==> config.mk <==
export PLATFORM = sky130hd
export DESIGN_NAME = mdu_seq
export DESIGN_NICKNAME = d
export VERILOG_FILES = /design/src/rtl/mdu_seq.sv
export SDC_FILE = /design/constraint.sdc
export NUM_CORES = 1
export LEC_CHECK = 0
export CAP_MARGIN = 20
export CORE_UTILIZATION = 57
export CTS_CLUSTER_SIZE = 16
export DETAILED_ROUTE_END_ITERATION = 10
export PLACE_DENSITY = 0.74
export SKIP_LAST_GASP = 1
export SLEW_MARGIN = 20
export SYNTH_ARGS = -nofsm -noshare
export SYNTH_HDL_FRONTEND = slang
export SYNTH_SLANG_ARGS = --single-unit
==> constraint.sdc <==
create_clock -name clk -period 8.9 [get_ports clk]
set_input_delay 1.78 -clock clk [delete_from_list [all_inputs] [get_ports clk]]
set_output_delay 1.78 -clock clk [all_outputs]
set_load 0.01 [all_outputs]
==> src/rtl/mdu_seq.sv <==
// mdu_seq: multi-cycle integer multiply/divide unit with HI/LO result registers.
// Shift-add multiply and restoring divide share one 2*width accumulator.
// Signed operations run on magnitudes; signs are applied in a single fix-up cycle.
module mdu_seq #(
  parameter int width = 32
) (
  input  logic             clk,
  input  logic             rst,
  input  logic             start,
  input  logic [1:0]       mduFunc,
  input  logic [width-1:0] mduIn1,
  input  logic [width-1:0] mduIn2,
  input  logic             mthi,
  input  logic             mtlo,
  output logic             busy,
  output logic             done,
  output logic [width-1:0] hi,
  output logic [width-1:0] lo
);

  localparam int cntW = $clog2(width);
  localparam logic [cntW-1:0] lastCnt = cntW'(width - 1);

  typedef enum logic [1:0] {
    IDLE  = 2'd0,
    CALC  = 2'd1,
    FIXUP = 2'd2,
    DONE  = 2'd3
  } mduState;

  mduState            state;
  logic [cntW-1:0]    cnt;
  logic               isDiv;
  logic               negRes;   // product / quotient must be negated
  logic               negRem;   // remainder must be negated (negative dividend)
  logic               divZero;
  logic [width-1:0]   aMag;     // multiplicand magnitude
  logic [width-1:0]   bMag;     // divisor magnitude
  logic [width-1:0]   in1Raw;   // untouched dividend, returned in HI on divide by zero
  logic [2*width-1:0] acc;      // mul: {partial sum, multiplier}; div: {remainder, dividend/quotient}

  logic               signedOp;
  logic [width-1:0]   mag1;
  logic [width-1:0]   mag2;
  logic [width:0]     mulSum;
  logic [2*width-1:0] mulNext;
  logic [width:0]     divShift;
  logic               divGe;
  logic [width-1:0]   newRem;
  logic [2*width-1:0] divNext;
  logic [2*width-1:0] prodFix;
  logic [width-1:0]   quotFix;
  logic [width-1:0]   remFix;

  // Operand magnitudes, one iteration step for each operation, and the sign fix-up values
  always_comb begin
    signedOp = ~mduFunc[0];
    mag1     = (signedOp && mduIn1[width-1]) ? -mduIn1 : mduIn1;
    mag2     = (signedOp && mduIn2[width-1]) ? -mduIn2 : mduIn2;

    // Shift-add: add multiplicand into the upper half when the current multiplier bit is set,
    // then shift the whole accumulator right; the carry becomes the new top bit.
    mulSum   = {1'b0, acc[2*width-1:width]} + (acc[0] ? {1'b0, aMag} : {(width+1){1'b0}});
    mulNext  = {mulSum, acc[width-1:1]};

    // Restoring divide: shift the next dividend bit into the remainder, subtract if it fits.
    // The remainder is always below the divisor, so the difference fits in width bits.
    divShift = {acc[2*width-1:width], acc[width-1]};
    divGe    = divShift >= {1'b0, bMag};
    newRem   = divGe ? (divShift[width-1:0] - bMag) : divShift[width-1:0];
    divNext  = {newRem, acc[width-2:0], divGe};

    prodFix  = negRes ? -acc : acc;
    quotFix  = negRes ? -acc[width-1:0] : acc[width-1:0];
    remFix   = negRem ? -acc[2*width-1:width] : acc[2*width-1:width];
  end

  // Control FSM, iteration datapath, HI/LO registers and registered handshake outputs
  always_ff @(posedge clk or posedge rst) begin
    if (rst) begin
      state   <= IDLE;
      cnt     <= '0;
      isDiv   <= 1'b0;
      negRes  <= 1'b0;
      negRem  <= 1'b0;
      divZero <= 1'b0;
      aMag    <= '0;
      bMag    <= '0;
      in1Raw  <= '0;
      acc     <= '0;
      busy    <= 1'b0;
      done    <= 1'b0;
      hi      <= '0;
      lo      <= '0;
    end else begin
      done <= 1'b0;
      case (state)
        IDLE: begin
          if (start) begin
            // Latch everything the operation needs; start overrides any move-to write
            state   <= CALC;
            busy    <= 1'b1;
            cnt     <= '0;
            isDiv   <= mduFunc[1];
            negRes  <= signedOp & (mduIn1[width-1] ^ mduIn2[width-1]);
            negRem  <= signedOp & mduIn1[width-1];
            divZero <= (mduIn2 == '0);
            aMag    <= mag1;
            bMag    <= mag2;
            in1Raw  <= mduIn1;
            acc     <= {{width{1'b0}}, (mduFunc[1] ? mag1 : mag2)};
          end else begin
            if (mthi) hi <= mduIn1;
            if (mtlo) lo <= mduIn1;
          end
        end
        CALC: begin
          acc <= isDiv ? divNext : mulNext;
          cnt <= cnt + cntW'(1);
          if (cnt == lastCnt) state <= FIXUP;
        end
        FIXUP: begin
          state <= DONE;
          busy  <= 1'b0;
          done  <= 1'b1;
          if (!isDiv) begin
            hi <= prodFix[2*width-1:width];
            lo <= prodFix[width-1:0];
          end else if (divZero) begin
            hi <= in1Raw;
            lo <= {width{1'b1}};
          end else begin
            hi <= remFix;
            lo <= quotFix;
          end
        end
        DONE: begin
          // A new start is not accepted here, but move-to writes are
          state <= IDLE;
          if (mthi) hi <= mduIn1;
          if (mtlo) lo <= mduIn1;
        end
        default: state <= IDLE;
      endcase
    end
  end

endmodule

==> metrics.csv <==
stage,metric,value,unit
status,status,completed,
setup_path,reg2reg_depth,10,
timing,finalSetupTns,0,ns
floorplanning,io-pin-count,137,
clock_tree,cts_hold_buf,0,
floorplanning,dieArea,0.03225,mm^2
place,place_area,0.01942,mm^2
clock_tree,cts-root-buf,clkbuf_16,
setup_path,critPathTopFamily,simple AND/OR/NAND/NOR gates,
clock_tree,clkLatencyLatePin,0.58,ns
final_layout,finalNonFillerCells,2737,
power_and_ir_drop,power.share.clock,0.141,
clock_tree,htree_levels,1,
timing,final.period_utilization,0.5378,
final_layout,layout_common_cells,"nand2_1 (367), o21ai_0 (235), dfrtp_1 (235)",
routing,drc,0,
synthesis,ys_ff_latch,236,
timing,rsz0062_at_grt,false,
min_path,min_path_cells,2,
flow_run,cap_violations,0,
synthesis,seq_area_frac_synth,0.3285,
setup_path,critPathKind,flip-flop to flip-flop,
timing,drv_slew,0,
setup_path,cpPeakStageDelay,0.70,ns
synthesis,syn_area,0.01798,mm^2
floorplanning,initial_core_util,0.5831,
clock_tree,path_clk_slew,0.06,ns
routing,num_vias,18060,
grt,antenna_found_initial,0,
min_path,hp-start,in1Raw[20],
place,hpwl,48.73,mm
synthesis,synth_edf_count,0,
synthesis,ys_types,79,
synthesis,ys.flop_type,dfrtp_1,
final_layout,n_fill_cell,2625,
timing,period_needed,4.787,ns
setup_path,start_kind,flip-flop,
power_and_ir_drop,p_leak,8.661,nW
timing,fin_skew,0.01135,ns
grt,grt_max_degree,111,
routing,avgViaCountPerCell,6.600,
place,numPortBuffers,136,
synthesis,syn_avg_cell_area,7.809,um^2
grt,grt_overflow,0,
setup_path,slowest_stage,a221oi_1,
final_layout,drive_gt1_frac,0.04400,
grt,grt.total_usage,0.4006,
floorplanning,row_count,64,
setup_path,worst-path-stages,10,
power_and_ir_drop,p_switching,4.015,mW
floorplanning,core,0.03083,mm^2
clock_tree,cts_tree,yes,
timing,setup_violations,0,
clock_tree,cts_setup_buffers,0,
power_and_ir_drop,power_density,400.2,mW/mm^2
power_and_ir_drop,power.total,8.127,mW
floorplanning,dieHeight,179.6,um
clock_tree,ctsResizeCount,0,
final_layout,nets,2471,
synthesis,syn_nets,2448,
clock_tree,cts_made_buffers,28,
synthesis,synthCells,2302,
final_layout,antenna_cells,0,
setup_path,worstReg2RegStart,acc[17],
power_and_ir_drop,pwr-share-seq,0.263,
final_layout,utilization,0.6586,
routing,drt_iter0_drc,2188,
power_and_ir_drop,switching_share,0.4940,
power_and_ir_drop,peakVddDrop,0.2541,mV
setup_path,cp-end-kind,flip-flop,
timing,fmax,208.9,MHz
grt,grt_first_pass_wirelength,99.31,mm
clock_tree,ctsLongestPathBuffers,3,
setup_path,rrSetupSlack,4.11,ns
final_layout,fin_area,0.02031,mm^2
clock_tree,cts_sinks,236,
synthesis,ys_warn_count,0,
timing,tightest_slew,1.073,ns
floorplanning,die_w,179.6,um
min_path,min_to,in1Raw[20],
timing,slew-limit-headroom,0.2850,
place,dp_cells,2691,
power_and_ir_drop,intPower,4.112,mW
setup_path,crit_required,9.39,ns
routing,ant_nets,0,
min_path,hold_path.class,flip-flop to flip-flop,
power_and_ir_drop,p_comb_frac,0.596,
final_layout,syn_to_final_growth,12.95,%
routing,wl_per_cell,24.14,um
place,routabilityCongestion,0.9972,
synthesis,synth-async-reset-ratio,1.000,
final_layout,final_common_cell,nand2_1,
routing,drt_pass1_iterations,6,
setup_path,critPathBufInv,0,
setup_path,reg2reg_to,hi[10],
routing,wirelength,66.07,mm
setup_path,critPathArrivalTime,5.28,ns
timing,finalHoldViolations,0,
setup_path,cp_cell_sequence,or4_1 -> nor3_1 -> nand4_1 -> or2_1 -> or4_4 -> and2_4 -> xnor2_1 -> a221oi_1 -> mux2i_1 -> o21ai_0,
setup_path,crit_fanout,12,
grt,grt_pass1_vias,16650,
## registers in the layout (all words and copies together) (netlist names), 2 cells and up
register	flops
acc	64
aMag	32
bMag	32
hi	32
lo	32
in1Raw	31
cnt	5
state	2
## through the flow
step           worst slack (ns)  hold WS [ns]
4_1_cts                   4.325        0.4781
6_report                  4.113        0.4763
3_5_place_dp              3.928        0.4635
3_3_place_gp              3.952        0.4551
2_1_floorplan            0.6453        0.4369
5_1_grt                   4.013        0.4980
## power by group through the flow
stage	Sequential [mW]	Clock [mW]	Combinational (mW)
floorplan	1.92	0	3.36
CTS	2.12	1.14	4.74
finish	2.14	1.15	4.84
detailed placement	2.13	0	4.71
global route	2.18	1.19	5.24
global placement	2.11	0	4.64
## synthesized netlist by cell type, types with 17 or more instances
library cell / count / area (um^2)
o21ai_0: 236 / 1181
a21o_1: 28 / 210.2
o41ai_1: 18 / 157.7
nand3_1: 22 / 110.1
or3_1: 17 / 106.4
a21oi_1: 190 / 950.9
nor4_1: 18 / 112.6
nand2_1: 368 / 1381
and2_1: 40 / 250.2
o211ai_1: 26 / 195.2
o31ai_1: 27 / 202.7
ha_1: 73 / 913.4
a31oi_1: 33 / 206.5
mux2i_1: 61 / 610.6
inv_1: 75 / 281.5
nor3_1: 33 / 165.2
clkbuf_1: 141 / 529.3
xor2_1: 49 / 429.2
nand4_1: 21 / 131.4
xnor2_1: 132 / 1156
o22ai_1: 36 / 225.2
dfrtp_1: 236 / 5906
nor2_1: 181 / 679.4
nand2b_1: 18 / 112.6
## worst register-to-register path, stage by stage, from the launching register on
cell,delay (ns)
dfrtp_1,0.48
or4_1,0.59
nor3_1,0.50
nand4_1,0.46
or2_1,0.56
or4_4,0.62
and2_4,0.19
xnor2_1,0.14
a221oi_1,0.70
mux2i_1,0.27
o21ai_0,0.20
## layer usage
layer | vias up | track usage | share of wire | wire (um)
met5 | - | 0 | 0 | 0
li1 | 8195 | - | - | -
met1 | 8659 | 0.5541 | 0.42 | 27440
met4 | 0 | 0.1872 | 0.052 | 3446
met2 | 1017 | 0.6064 | 0.43 | 28660
met3 | 192 | 0.07658 | 0.099 | 6518
## how the worst max path moves through the flow
stage | start | endpoint | slack, ns
after floorplan | rst | aMag[0] | 0.65
after global placement | mduIn1[20] | acc[30] | 3.95
after detailed placement | mduIn1[20] | acc[30] | 3.93
after CTS | acc[16] | hi[10] | 4.33
after global routing | acc[16] | hi[10] | 4.01
final | acc[17] | hi[10] | 4.11
## area by class of cell
type                    instances  area, um^2  share of cell area
clock inverters                 8       103.9            0.005114
well taps                     396       495.5             0.02440
clock buffers                  38       778.2             0.03833
repair buffers                157        1539             0.07579
flip-flops and latches        236        5909              0.2910
inverters                      78       300.3             0.01479
multi-input cells            1824       11180              0.5506
## logic make-up after synthesis
| kind of cell | synth area share |
|---|---|
| and+or+nand+nor | 0.2030 |
| AOI/OAI and AO/OA | 0.2373 |
| buffers and inverters | 0.05171 |
| DFF | 0.3285 |
| xor gates and xnor gates | 0.08818 |
| adders and majority gates | 0.05303 |
| muxes | 0.03835 |
Note: power is estimated with default switching activity, not from simulation.
==> RTL edit: new RTL, same settings <==
Re-encode `mduState` (4 states) as one-hot, 4 bits wide.
--- a/src/rtl/mdu_seq.sv
+++ b/src/rtl/mdu_seq.sv
@@ -21,11 +21,11 @@
   localparam int cntW = $clog2(width);
   localparam logic [cntW-1:0] lastCnt = cntW'(width - 1);
 
-  typedef enum logic [1:0] {
-    IDLE  = 2'd0,
-    CALC  = 2'd1,
-    FIXUP = 2'd2,
-    DONE  = 2'd3
+  typedef enum logic [3:0] {
+    IDLE  = 4'b0001,
+    CALC  = 4'b0010,
+    FIXUP = 4'b0100,
+    DONE  = 4'b1000
   } mduState;
 
   mduState            state;
Check against the original RTL: no difference found for any inputs over 4 cycles, from zero or initial values and one cycle with rst high; so few cycles prove little.
==> RTL edit against the unedited design <==
Cell area grew 1.5%. Combinational power shrank 7.6%. Sequential cell count grew 2. Non-clock buffer count grew 14. Hold slack lost 0.0023 ns. Synthesized area grew 1.5%. Sequential share of layout area shrank 0.18 points. Sequential power grew 2%. Wire length grew 4.2%. Total power shrank 3.8%. Synthesized cell count shrank 0.30%. Worst setup slack lost 0.39 ns. Largest cell class unchanged.
==> RTL edit: results (changes against the unedited design) <==
<table>
<tr><th>Metric</th><th>Value</th></tr>
<tr><th colspan="2">Status</th></tr>
<tr><td>Result of the run</td><td>complete, no violations</td></tr>
<tr><th colspan="2">Global route</th></tr>
<tr><td>Overall fraction of global-route tracks in use</td><td>41.8% (+1.7 points)</td></tr>
<tr><td>Met2 routing resource usage after global routing</td><td>62.0% (+1.3 points)</td></tr>
<tr><td>Number of antenna violations at the first check in global routing</td><td>1 (+1)</td></tr>
<tr><td>Vias in the first global route</td><td>17.4k (+4.3%)</td></tr>
<tr><th colspan="2">Drt</th></tr>
<tr><td>Overall routed net length</td><td>68.8 mm (+4.2%)</td></tr>
<tr><td>Met2 layer wire length in the routed design</td><td>29.4 mm (+2.6%)</td></tr>
<tr><td>Routed len/inst</td><td>25.1 µm (+4.1%)</td></tr>
<tr><td>Length of routed wiring on met1</td><td>27.8 mm (+1.5%)</td></tr>
<tr><td>Wire length on met3</td><td>7.16 mm (+9.8%)</td></tr>
<tr><th colspan="2">Critical path</th></tr>
<tr><td>Slowest stage delay, CP</td><td>1.10 ns (+0.40 ns)</td></tr>
<tr><td>Flop-to-flop setup slack</td><td>4.99 ns (+0.88 ns)</td></tr>
<tr><td>Number of cells on the worst reg-to-reg path</td><td>8 (-2)</td></tr>
<tr><th colspan="2">Layout</th></tr>
<tr><td>Clock distribution area overhead in the final layout</td><td>4.38% (+0.032 points)</td></tr>
<tr><td>Multi-input combinational area share</td><td>54.9% (-0.12 points)</td></tr>
<tr><td>Number of flip-flops and latches</td><td>238 (+0.85%)</td></tr>
<tr><td>Multi-input gate count</td><td>1802 (-1.2%)</td></tr>
<tr><td>Fillcell total</td><td>2695 (+2.7%)</td></tr>
<tr><td>Share of final-layout standard cells stronger than drive strength 1</td><td>5.35% (+0.95 points)</td></tr>
<tr><th colspan="2">Power</th></tr>
<tr><td>Leak</td><td>8.71 nW (+0.61%)</td></tr>
<tr><td>Clock power share</td><td>14.9% (+0.8 points)</td></tr>
<tr><td>Power per Cell Area</td><td>379 nW/µm² (-5.3%)</td></tr>
<tr><th colspan="2">Place</th></tr>
<tr><td>Total instance count after detailed placement</td><td>2690 (-0.037%)</td></tr>
<tr><td>Post-placement worst setup slack</td><td>3.40 ns (-0.524 ns)</td></tr>
<tr><td>Detailed-placement wirelength estimate</td><td>51.3 mm (+5.2%)</td></tr>
<tr><th colspan="2">Clocking</th></tr>
<tr><td>Cts bufs inserted</td><td>27 (-3.6%)</td></tr>
<tr><th colspan="2">Synth</th></tr>
<tr><td>Count of cell types in the netlist</td><td>84 (+6.3%)</td></tr>
</table>
-- RTL edit: logic make-up after synthesis --
group | share of synthesized area [%]
AO/OA/AOI/OAI | 24.9
XOR/XNOR | 7.54
adder cells (fa/ha/maj) | 5.02
buffers and inverters | 5.46
flip-flops | 32.7
multiplexers | 4.62
AND/OR/NAND/NOR | 19.9
-- RTL edit: how the worst max path moves through the flow --
| stage | to | slack, ns |
|---|---|---|
| CTS | acc[28]$_DFFE_PP0P_ | 4.01 |
| global placement | acc[30]$_DFFE_PP0P_ | 3.53 |
| finish | acc[28]$_DFFE_PP0P_ | 3.72 |
| detailed placement | acc[30]$_DFFE_PP0P_ | 3.40 |
| global route | acc[29]$_DFFE_PP0P_ | 3.62 |
| floorplan | aMag[0]$_DFFE_PP0P_ | 0.59 |
-- RTL edit: through the flow --
stage,hold slack [ns],area (µm²)
finish,0.474,20600
global route,0.491,20600
CTS,0.474,20600
detailed placement,0.458,19700
global placement,0.453,19700
floorplan,0.440,18200
